[config.mk]
export PLATFORM = sky130hd
export DESIGN_NAME = store_lane_packer
export DESIGN_NICKNAME = d
export VERILOG_FILES = /design/src/rtl/store_lane_packer.sv
export SDC_FILE = /design/constraint.sdc
export NUM_CORES = 1
export LEC_CHECK = 0
export ABC_AREA = 1
export BUFFER_PORTS_ARGS = -buffer_cell sky130_fd_sc_hd__clkbuf_2
export CORE_UTILIZATION = 40
export DETAILED_ROUTE_END_ITERATION = 8
export HOLD_SLACK_MARGIN = 0.12
export SYNTH_ARGS = -nofsm -noshare
export SYNTH_HDL_FRONTEND = slang
export SYNTH_SLANG_ARGS = --single-unit
[constraint.sdc]
create_clock -name clk -period 1.9 [get_ports clk]
set_clock_uncertainty 0.05 [all_clocks]
set_input_delay 0.095 -clock clk [delete_from_list [all_inputs] [get_ports clk]]
set_output_delay 0.095 -clock clk [all_outputs]
set_load 0.02 [all_outputs]
[src/rtl/store_lane_packer.sv]
// Store-side lane packer: replicates sb/sh/sw data across byte lanes, builds byte
// enables, and queues packed stores for data memory; misaligned stores raise an error pulse.
module store_lane_packer #(
    parameter int DEPTH  = 2,
    parameter int ADDR_W = 32
) (
    input  logic                     clk,
    input  logic                     reset,
    input  logic                     flush,
    input  logic                     in_valid,
    output logic                     in_ready,
    input  logic [1:0]               in_mode,
    input  logic [ADDR_W-1:0]        in_addr,
    input  logic [31:0]              in_data,
    output logic                     out_valid,
    input  logic                     out_ready,
    output logic [ADDR_W-1:0]        out_addr,
    output logic [31:0]              out_data,
    output logic [3:0]               out_be,
    output logic                     err_valid,
    output logic [ADDR_W-1:0]        err_addr,
    output logic [$clog2(DEPTH):0]   count
);

    localparam int PTR_W = $clog2(DEPTH);
    localparam int CNT_W = PTR_W + 1;

    logic [ADDR_W-1:0] addr_q [DEPTH];
    logic [31:0]       data_q [DEPTH];
    logic [3:0]        be_q   [DEPTH];
    logic [PTR_W-1:0]  wr_ptr_q, rd_ptr_q;
    logic [CNT_W-1:0]  count_q, count_d;
    logic              err_valid_q;
    logic [ADDR_W-1:0] err_addr_q;

    logic        legal, accept, push, pop;
    logic [31:0] pack_data;
    logic [3:0]  pack_be;

    always_comb begin
        legal     = 1'b0;
        pack_data = in_data;
        pack_be   = 4'b1111;
        case (in_mode)
            2'b01: begin
                legal     = 1'b1;
                pack_data = {4{in_data[7:0]}};
                pack_be   = 4'b0001 << in_addr[1:0];
            end
            2'b10: begin
                legal     = ~in_addr[0];
                pack_data = {2{in_data[15:0]}};
                pack_be   = in_addr[1] ? 4'b1100 : 4'b0011;
            end
            2'b11: legal = (in_addr[1:0] == 2'b00);
            default: legal = 1'b0;
        endcase
    end

    assign in_ready  = (count_q != CNT_W'(DEPTH));
    assign out_valid = (count_q != '0);
    assign accept    = in_valid & in_ready;
    // Flush drops the push and pop of its cycle, but illegal stores still report.
    assign push      = accept & legal & ~flush;
    assign pop       = out_valid & out_ready & ~flush;

    always_comb begin
        count_d = count_q;
        if (flush)
            count_d = '0;
        else if (push && !pop)
            count_d = count_q + CNT_W'(1);
        else if (pop && !push)
            count_d = count_q - CNT_W'(1);
    end

    always_ff @(posedge clk or negedge reset) begin
        if (!reset) begin
            wr_ptr_q    <= '0;
            rd_ptr_q    <= '0;
            count_q     <= '0;
            err_valid_q <= 1'b0;
            err_addr_q  <= '0;
            for (int i = 0; i < DEPTH; i++) begin
                addr_q[i] <= '0;
                data_q[i] <= '0;
                be_q[i]   <= '0;
            end
        end else begin
            count_q     <= count_d;
            err_valid_q <= accept & ~legal;
            if (accept && !legal)
                err_addr_q <= in_addr;
            if (flush) begin
                wr_ptr_q <= '0;
                rd_ptr_q <= '0;
            end else begin
                if (push) begin
                    addr_q[wr_ptr_q] <= {in_addr[ADDR_W-1:2], 2'b00};
                    data_q[wr_ptr_q] <= pack_data;
                    be_q[wr_ptr_q]   <= pack_be;
                    wr_ptr_q         <= wr_ptr_q + PTR_W'(1);
                end
                if (pop)
                    rd_ptr_q <= rd_ptr_q + PTR_W'(1);
            end
        end
    end

    // Head fields read as zero while the buffer is empty.
    assign out_addr  = out_valid ? addr_q[rd_ptr_q] : '0;
    assign out_data  = out_valid ? data_q[rd_ptr_q] : '0;
    assign out_be    = out_valid ? be_q[rd_ptr_q]   : '0;
    assign err_valid = err_valid_q;
    assign err_addr  = err_addr_q;
    assign count     = count_q;

endmodule
**After elaboration in Yosys (flattened, before gate mapping)**

Index checks and enable logic that the tools add are counted.

- Flip-flop bits (word level): 173
- Bits in latches: 0
- Bits in writable memories: 0
- Bits in read-only memories: 0
- Input bits: 71
- Output and inout bits: 105
- Memories: 0

- Add/sub/neg operators: 4
- $mul: 0
- Divide/modulo/power cells: 0
- $lt $le $gt $ge: 3
- Eq/ne operators: 4
- Shift-type cells: 1
- Mux-type cells: 30
- Bitwise operators: 11
- Reduce and logical (&&, ||, !) cells: 13

Operators with widths:

| cell | count |
|---|---|
| two-way mux 32 bit | 9 |
| bitwise mux 64 bit | 2 |
| one-hot mux 32 bit (2 select lines) | 1 |
| demux 32 bit (select 1 bit) | 1 |
| two-way mux 4 bit | 6 |
| bitwise mux 8 bit | 1 |
| one-hot mux 4 bit (2 select lines) | 1 |
| AND 1 bit | 6 |
| two-way mux 2 bit | 3 |
| nonzero test 2 bit | 3 |
| demux 4 bit (select 1 bit) | 1 |
| equality test 2 bit (second input constant) | 2 |
| greater-or-equal comparator 2 bit (second input constant) | 2 |
| logical AND 1 bit | 4 |
| two-way mux 1 bit | 4 |
| NOT 1 -> 2 bit | 2 |
| left shift 1 x 2 -> 4 bit (first input constant) | 1 |
| logical NOT 1 bit | 3 |
| NOT 1 bit | 3 |
| one-hot mux 1 bit (3 select lines) | 1 |
| nonzero test 3 bit | 1 |
| adder 1 bit (second input constant) | 2 |
| adder 2 x 1 -> 2 bit (second input constant) | 1 |
| equality test 2 x 1 -> 1 bit (second input constant) | 1 |
| other kinds (5) | 5 |

**Depth between registers and ports, before layout**

Gate-level depths: netlist (run 1).

- Depth after elaboration: 9
- Gate-level depth with buffers: 11
- Mapped depth without buffers: 11

**Worst setup path before layout (run 1)**

Ideal clock, no wire load.

- Path kind: register to register
- Start: register count_q[0], in the netlist count[0]
- End: register data_q[26] (netlist name)
- Setup time: 123 ps
- Data arrival time: 1453 ps
- Slack: 273 ps
- Stages on the path, launching flop included: 12
- Path buffers: 2
- Period minus slack after synthesis: 1627 ps
- Path through: dfrtp_1 inv_2 nand2_4 nand2_2 inv_2 nand4_4 nor2_4 inv_2 buf_6 buf_6 nand2_1 o21ai_2

- Longest elaborated chain between the ends: 5

Ends and longest elaborated chain:

| element | line | text |
|---|---|---|
| start: declaration | 32 | `logic [CNT_W-1:0] count_q, count_d;` |
| start signal: assignment | 90 | `count_q <= count_d;` |
| inequality test 2 bit | 60 | `assign in_ready = (count_q != CNT_W'(DEPTH));` |
| named net in_ready | 11 | `output logic in_ready,` |
| AND 1 bit | 62 | `assign accept = in_valid & in_ready;` |
| AND 1 bit (2 in a row) | 64 | `assign push = accept & legal & ~flush;` |
| AND reduction 2 bit (no source line) | n/a |  |
| end signal: indexed assignment | 100 | `data_q[wr_ptr_q] <= pack_data;` |
| end: declaration | 29 | `logic [31:0] data_q [DEPTH];` |

The timed path passes the listed nets, and every way through them passes these cells.
A chain may end at the register's enable or synchronous reset.

**Worst setup path in the final report (run 1)**

- Start: register count_q[0], in the netlist count[0]
- End: output out_data[22]

- Longest elaborated chain between the ends: 2

Ends and longest elaborated chain:

| element | line | text |
|---|---|---|
| nonzero test 2 bit | 61 | `assign out_valid = (count_q != '0);` |
| two-way mux 32 bit | 112 | `assign out_data = out_valid ? data_q[rd_ptr_q] : '0;` |
| end: declaration | 18 | `output logic [31:0] out_data,` |

No other way between the ends.

==> metrics.log, run 1 <==
[metrics] DP Wirelength: between 10000 and 15000 um
[metrics] final worst path period share: 0.965
[metrics] post-synth top area share: 0.540
[metrics] final weighted congestion in routability-driven placement: slightly above 0.8
[metrics] ranking of synthesized cells by area: sky130_fd_sc_hd__dfrtp_1 (54%), sky130_fd_sc_hd__nand2_1 (15%), sky130_fd_sc_hd__a21oi_1 (5.9%)
[metrics] DRC Markers: 0
[metrics] sum of buffers and inverters on the critical path: 2
[metrics] deepest level of the CTS H-tree: 4
[metrics] element type at the critical path end: output port
[metrics] post-synthesis cell count: roughly 900
[metrics] drt first pass iters: 4
[metrics] GR Layer Usage met1: 0.311
[metrics] total number of clock tree sinks: around 170
[metrics] number of buffers inserted during clock tree synthesis: 17
[metrics] number of buffers added on ports: approximately 170
[metrics] number of nets with antenna violations after routing: 0
[metrics] netlist area before placement: around 7800 sq um
[metrics] Syn. warnings: 0
[metrics] number of cells traversed by the worst register-to-register path: 10
[metrics] number of max-cap violations: 0
[metrics] endpoint required time on the critical path: ~1.8 ns
[metrics] die outline height: approximately 140 um
[metrics] CTS tree: done
[metrics] FF+latch count, synth: roughly 170
[metrics] num rows: 50
[metrics] gr busiest metal: met2
[metrics] sequential area share after synthesis: 0.540
[metrics] area of the core: 19000 sq um
[metrics] cell accounting for the most synthesized area: sky130_fd_sc_hd__dfrtp_1
[metrics] max-slew violation total from the final report: 0
[metrics] Max clock buf depth: 2
[metrics] Post-Route Utilization: 0.547
[metrics] Final nets: 1216
[metrics] Max stage delay cell, worst path: sky130_fd_sc_hd__dfrtp_1
[metrics] die outline width: approximately 140 um
[metrics] Starting DRT DRC Count: ~370
[metrics] global-route wire length before repair: 33800 um
[metrics] outcome: complete, no violations
[metrics] PwrDens: ~1400 nW/um^2
[metrics] overall fraction of global-route tracks in use: 0.219
[metrics] R2R Setup Slk: approximately 0.2 ns
[metrics] starting utilization of the core area: 0.413
[metrics] largest driver fanout on the critical path: 33
[metrics] routed via count divided by cell count: about 4.8
[metrics] met2 Resource Use GR: 0.340
[metrics] Congestion Overflow GR: 0
[metrics] total number of vias: 6801
[metrics] detailed-route wire length per cell: around 15 um
[metrics] static power due to leakage: about 5.1 nW
[metrics] number of distinct standard cells referenced by the synthesized netlist: 26
[metrics] cells traversed along the worst timing path: nor2_4 -> buf_12 -> a21oi_1 -> clkbuf_2
[metrics] Area growth, synth to finish: 32.3%
[metrics] number of global-route vias before repair: about 6.3k
[metrics] setup repair after global routing missed its margin: false
[metrics] sum of negative setup slack: 0 ns
[metrics] kind of critical path: reg2out
[metrics] endpoint of the lowest-slack register-to-register path: data_q[18]$_DFFE_PN0P_
[metrics] clock latency of the later-clocked register in the worst-skew pair: between 0.4 and 0.5 ns
[metrics] cell family with the largest share of critical-path delay: flip-flops
[metrics] leading cell types in the layout, fill and taps excluded: sky130_fd_sc_hd__nand2_1 (318), sky130_fd_sc_hd__clkbuf_2 (172), sky130_fd_sc_hd__dfrtp_1 (167), sky130_fd_sc_hd__a21oi_1 (88), sky130_fd_sc_hd__o21ai_1 (80)
[metrics] worst hold-check path type: in2async
[metrics] Largest stage delay, worst path: approximately 0.44 ns
[metrics] full die area: about 20000 sq um
[metrics] Max rail drop VDD: around 1 mV
[metrics] diode count: 0
[metrics] Avg Synthesized Cell Area: roughly 8.5 sq um
[metrics] pin count of the biggest net entering global routing: 66
[metrics] wirelength, routed: ~22000 um
[metrics] kind of launch point of the worst setup path: flip-flop
[metrics] clock-pin transition on the worst setup and hold timing paths: around 0.06 ns
[metrics] Final setup viols: 0
[metrics] number of antenna violations at the first check in global routing: 0
[metrics] min cycle time layout: 1.83 ns
[metrics] most common library cell in the layout ignoring fill and taps: sky130_fd_sc_hd__nand2_1
[metrics] Max Fclk: between 500 and 600 MHz
[metrics] Clock Root Buffer: sky130_fd_sc_hd__clkbuf_16
[metrics] CP Data Arrival Time: 1.69 ns
[metrics] I/O pin total: 176
[metrics] fraction of final layout cells with drive strength greater than 1: 0.261
[metrics] Final Hold Vio Count: 0
[metrics] met3 Usage GRT: 0.0387
[metrics] R2R Path Start: count[0]$_DFFE_PN0P_
==> where the power goes <==
part           leakage [nW]  internal [W]  switching [W]  total, W
combinational          2.62       0.00188        0.00339   0.00527
clock                 0.310       0.00236        0.00143   0.00379
sequential             2.18       0.00481       0.000653   0.00546
total                  5.12       0.00906        0.00547    0.0145
==> what timing repair did <==
| item | in CTS | in global routing |
|---|---|---|
| setup buffers | 0 | 0 |
| gates resized for setup | 1 | 6 |
| gates cloned | 0 | 2 |
| hold buffers | 68 | 0 |
| endpoints found under the hold margin | 337 | 0 |
| pin swaps | 0 | 1 |
| endpoints found under the setup margin | 4 | 23 |
==> layout make-up <==
cell class | count | area, sq um
clock buffers | 20 | 447
clock inverters | 12 | 198
fillers | 1799 | 8590
well taps | 260 | 325
inverters | 57 | 219
repair buffers | 267 | 1940
flip-flops and latches | 169 | 4230
multi-input cells | 630 | 3010
==> sequential cells by signal, indices dropped and copies added, names as in the netlist <==
| register | flops |
|---|---|
| count | 2 |
| addr_q | 60 |
| wr_ptr_q | 1 |
| err_addr | 32 |
| be_q | 8 |
| err_valid | 1 |
| rd_ptr_q | 1 |
| data_q | 64 |
==> worst register-to-register path, stage by stage, from the launching register on <==
cell and delay [ns]:
sky130_fd_sc_hd__dfrtp_1 0.44, sky130_fd_sc_hd__inv_2 0.08, sky130_fd_sc_hd__nand2_4 0.07, sky130_fd_sc_hd__nand2_2 0.09, sky130_fd_sc_hd__inv_2 0.10, sky130_fd_sc_hd__nand4_4 0.10
sky130_fd_sc_hd__nor2_4 0.16, sky130_fd_sc_hd__inv_4 0.08, sky130_fd_sc_hd__buf_12 0.20, sky130_fd_sc_hd__nand2_1 0.15, sky130_fd_sc_hd__o21ai_2 0.06
==> metrics by stage <==
step | power, W | setup slack [ns] | instance area, sq um | hold WS (ns) | std cells
after floorplan | 0.00878 | 0.273 | 7840 | -0.251 | 920
after global placement | 0.0104 | 0.180 | 8970 | 0.0118 | 1313
after detailed placement | 0.0106 | 0.108 | 8970 | 0.0161 | 1313
after CTS | 0.0145 | 0.000819 | 10300 | 0.125 | 1413
after global routing | 0.0155 | 0.000543 | 10400 | 0.147 | 1415
final | 0.0145 | 0.0656 | 10400 | 0.116 | 1415
==> per-layer routing <==
| metal | vias up | part of all wire |
|---|---|---|
| met3 | 21 | 0.053 |
| met5 | - | 0 |
| met4 | 0 | 0.014 |
| li1 | 3422 | - |
| met1 | 3157 | 0.48 |
| met2 | 201 | 0.45 |
==> how the worst max path moves through the flow <==
stage / start / to / slack (ns) / cells past startpoint
after floorplan: count[0]$_DFFE_PN0P_ / data_q[26]$_DFFE_PN0P_ / 0.27 / 11
after CTS: count[1]$_DFFE_PN0P_ / out_data[24] / 0.0008 / 4
final: count[0]$_DFFE_PN0P_ / out_data[22] / 0.07 / 4
after detailed placement: in_mode[0] / data_q[51]$_DFFE_PN0P_ / 0.11 / 11
after global routing: count[0]$_DFFE_PN0P_ / out_data[22] / 0.0005 / 4
after global placement: in_mode[0] / data_q[39]$_DFFE_PN0P_ / 0.18 / 11
==> kinds of logic (layout without fill, tap and decap cells) <==
| family | after synthesis | count (layout) | share of synthesized area |
|---|---|---|---|
| adders and majority gates | 3 | 3 | 0.00479 |
| buffers and inverters | 121 | 356 | 0.0797 |
| AOI/OAI and AO/OA | 270 | 270 | 0.195 |
| other | 1 | 2 | 0.000478 |
| DFF | 169 | 169 | 0.540 |
| and+or+nand+nor | 355 | 355 | 0.181 |
==> synthesized netlist by cell type (all sizes together) <==
master / count
or2: 1
ha: 3
conb: 1
nand2: 324
nor2: 15
nand4: 1
a31oi: 3
nand3: 14
o21ai: 174
clkbuf: 25
buf: 39
a31o: 1
dfrtp: 169
a21oi: 92
inv: 57
No activity file was read; power rests on OpenSTA's default activity.
==> run 2: changes to the inputs <==
--- a/config.mk
+++ b/config.mk
@@ -10,6 +10,7 @@
 export CORE_UTILIZATION = 40
 export DETAILED_ROUTE_END_ITERATION = 8
 export HOLD_SLACK_MARGIN = 0.12
+export RECOVER_POWER = 100
 export SYNTH_ARGS = -nofsm -noshare
 export SYNTH_HDL_FRONTEND = slang
 export SYNTH_SLANG_ARGS = --single-unit
==> run 2 against run 1 <==
Net effect:
- fmax grew 1.0%
- utilization shrank 1.4 points
- wire length increased by 0.47%
- final cell count stayed put
- non-clock buffer count stayed put
- highest routed layer unchanged
- critical endpoint unchanged
==> metrics.log, run 2 (same netlist as run 1, synthesis figures left out) <==
[metrics] Congestion Overflow GR: 0
[metrics] sum of buffers and inverters on the critical path: 2
[metrics] Largest stage delay, worst path: 0.46 ns
[metrics] Max rail drop VDD: 0.999 mV
[metrics] Max clock buf depth: 2
[metrics] CTS tree: done
[metrics] number of antenna violations at the first check in global routing: 0
[metrics] total number of vias: between 6k and 7k
[metrics] DRC Markers: 0
[metrics] number of cells on the worst hold path: 6
[metrics] I/O pin total: about 180
[metrics] number of buffers inserted during clock tree synthesis: 17
[metrics] Worst slew margin: 0.195
[metrics] pin count of the biggest net entering global routing: 66
[metrics] leading cell types in the layout, fill and taps excluded: sky130_fd_sc_hd__nand2_1 (319), sky130_fd_sc_hd__dfrtp_1 (167), sky130_fd_sc_hd__clkbuf_2 (139), sky130_fd_sc_hd__o21ai_0 (133), sky130_fd_sc_hd__a21oi_1 (88)
[metrics] cells traversed along the worst timing path: nor2_4 -> buf_12 -> a21oi_1 -> clkbuf_2
[metrics] Starting DRT DRC Count: about 300
[metrics] clock-pin transition on the worst setup and hold timing paths: ~0.070 ns
[metrics] total number of clock tree sinks: around 170
[metrics] die outline width: 142 um
[metrics] max FFs per register: between 60 and 70
[metrics] die outline height: ~140 um
[metrics] kind of launch point of the worst setup path: flip-flop
[metrics] kind of critical path: reg2out
[metrics] area of the core: approximately 19000 sq um
[metrics] R2R Path Start: count[0]$_DFFE_PN0P_
[metrics] routed via count divided by cell count: ~4.8
[metrics] min cycle time layout: ~1.8 ns
[metrics] cell family with the largest share of critical-path delay: flip-flops
[metrics] deepest level of the CTS H-tree: 4
[metrics] Tightest Pin Transition: 1.21 ns
[metrics] full die area: 20200 sq um
[metrics] Clock Root Buffer: sky130_fd_sc_hd__clkbuf_16
[metrics] final worst path period share: 0.956
[metrics] Area growth, synth to finish: 29.0%
[metrics] wirelength, routed: approximately 22000 um
[metrics] fraction of final layout cells with drive strength greater than 1: 0.199
[metrics] Max stage delay cell, worst path: sky130_fd_sc_hd__dfrtp_2
[metrics] most common library cell in the layout ignoring fill and taps: sky130_fd_sc_hd__nand2_1
[metrics] sum of negative setup slack: 0 ns
[metrics] power consumption: approximately 0.014 W
[metrics] starting utilization of the core area: 0.413
[metrics] number of nets with antenna violations after routing: 0
[metrics] static power due to leakage: between 4 and 5 nW
[metrics] largest driver fanout on the critical path: 33
[metrics] endpoint of the lowest-slack register-to-register path: data_q[25]$_DFFE_PN0P_
[metrics] Top reg by flops: data_q
[metrics] final weighted congestion in routability-driven placement: slightly above 0.8
[metrics] area of all placed cells without fillers: roughly 10000 sq um
[metrics] hold slack: between 0.2 and 0.25 ns
[metrics] Cell Area, Placed: 8970 sq um
[metrics] outcome: complete, no violations
[metrics] R2R Setup Slk: approximately 0.11 ns
[metrics] clock latency of the later-clocked register in the worst-skew pair: 0.43 ns
[metrics] hold-critical path endpoint: wr_ptr_q$_DFFE_PN0P_
[metrics] worst hold-check path type: in2reg
[metrics] setup repair after global routing missed its margin: false
[metrics] Max Fclk: roughly 550 MHz
[metrics] number of buffers added on ports: 173
[metrics] number of global-route vias before repair: 6324
[metrics] num rows: 50
[metrics] Final nets: ~1.2k
[metrics] Final setup viols: 0
[metrics] detailed-route wire length per cell: ~15 um
[metrics] origin of the worst min-delay path: in_mode[0]
[metrics] drt first pass iters: 4
[metrics] overall fraction of global-route tracks in use: 0.219
[metrics] number of max-cap violations: 0
[metrics] element type at the critical path end: output port
[metrics] Final Hold Vio Count: 0
[metrics] number of cells traversed by the worst register-to-register path: 10
[metrics] Post-Route Utilization: 0.533
[metrics] DP Wirelength: around 14000 um
[metrics] global-route wire length before repair: roughly 34000 um
[metrics] PwrDens: ~1400 nW/um^2
[metrics] max-slew violation total from the final report: 0
[metrics] diode count: 0
[metrics] endpoint required time on the critical path: 1.75 ns
[metrics] CP Data Arrival Time: 1.67 ns
## run 2: worst max-delay path by stage
stage / slack [ns] / end / depth (start not counted) / start
after floorplan: 0.27 / data_q[26]$_DFFE_PN0P_ / 11 / count[0]$_DFFE_PN0P_
after global placement: 0.18 / data_q[39]$_DFFE_PN0P_ / 11 / in_mode[0]
after detailed placement: 0.11 / data_q[51]$_DFFE_PN0P_ / 11 / in_mode[0]
after CTS: 0.0008 / out_data[24] / 4 / count[1]$_DFFE_PN0P_
after global routing: 0.01 / out_data[24] / 5 / rd_ptr_q$_DFFE_PN0P_
final: 0.08 / out_data[22] / 4 / count[1]$_DFFE_PN0P_
## run 2: cell type report
type / instances / area (sq um)
Clock inverter: 12 / 198
Tap cell: 260 / 325
Multi-Input combinational cell: 630 / 2880
Clock buffer: 20 / 447
Inverter: 57 / 219
Sequential cell: 169 / 4230
Fill cell: 1889 / 8840
Timing Repair Buffer: 267 / 1810
## run 2: routing by layer
layer  up-vias  routed length [um]  GRT usage
li1       3413                   -          -
met1      3137               10500      0.311
met2       183                9830      0.340
met3        19                1030     0.0387
met4         0                 286     0.0668
met5         -                   0          0
## run 2: repair_timing
item | CTS | global route
buffers inserted | 0 | 0
gates cloned | 0 | 2
endpoints found under the hold margin | 337 | 0
hold buffers | 68 | 0
pin swaps | 0 | 1
endpoints found under the setup margin | 4 | 23
gates resized for setup | 1 | 6
## run 2: stage by stage
step | setup slack, ns | instances
global placement | 0.180 | 1313
CTS | 0.000819 | 1413
global route | 0.0140 | 1415
floorplan | 0.273 | 920
finish | 0.0840 | 1415
detailed placement | 0.108 | 1313
## run 2: worst min-delay path: stages
cell                       delay, ns
sky130_fd_sc_hd__clkbuf_2       0.12
sky130_fd_sc_hd__nand2_1        0.09
sky130_fd_sc_hd__nand2_2        0.07
sky130_fd_sc_hd__nand2_2        0.10
sky130_fd_sc_hd__nor2_4         0.05
sky130_fd_sc_hd__o21ai_0        0.15
## run 2: power breakdown
part           leakage, nW  total, W  internal [W]  switching (W)
logic                 2.43   0.00500       0.00169        0.00331
clock network        0.310   0.00380       0.00236        0.00143
registers             2.18   0.00547       0.00481       0.000653
total                 4.92    0.0143       0.00887        0.00540
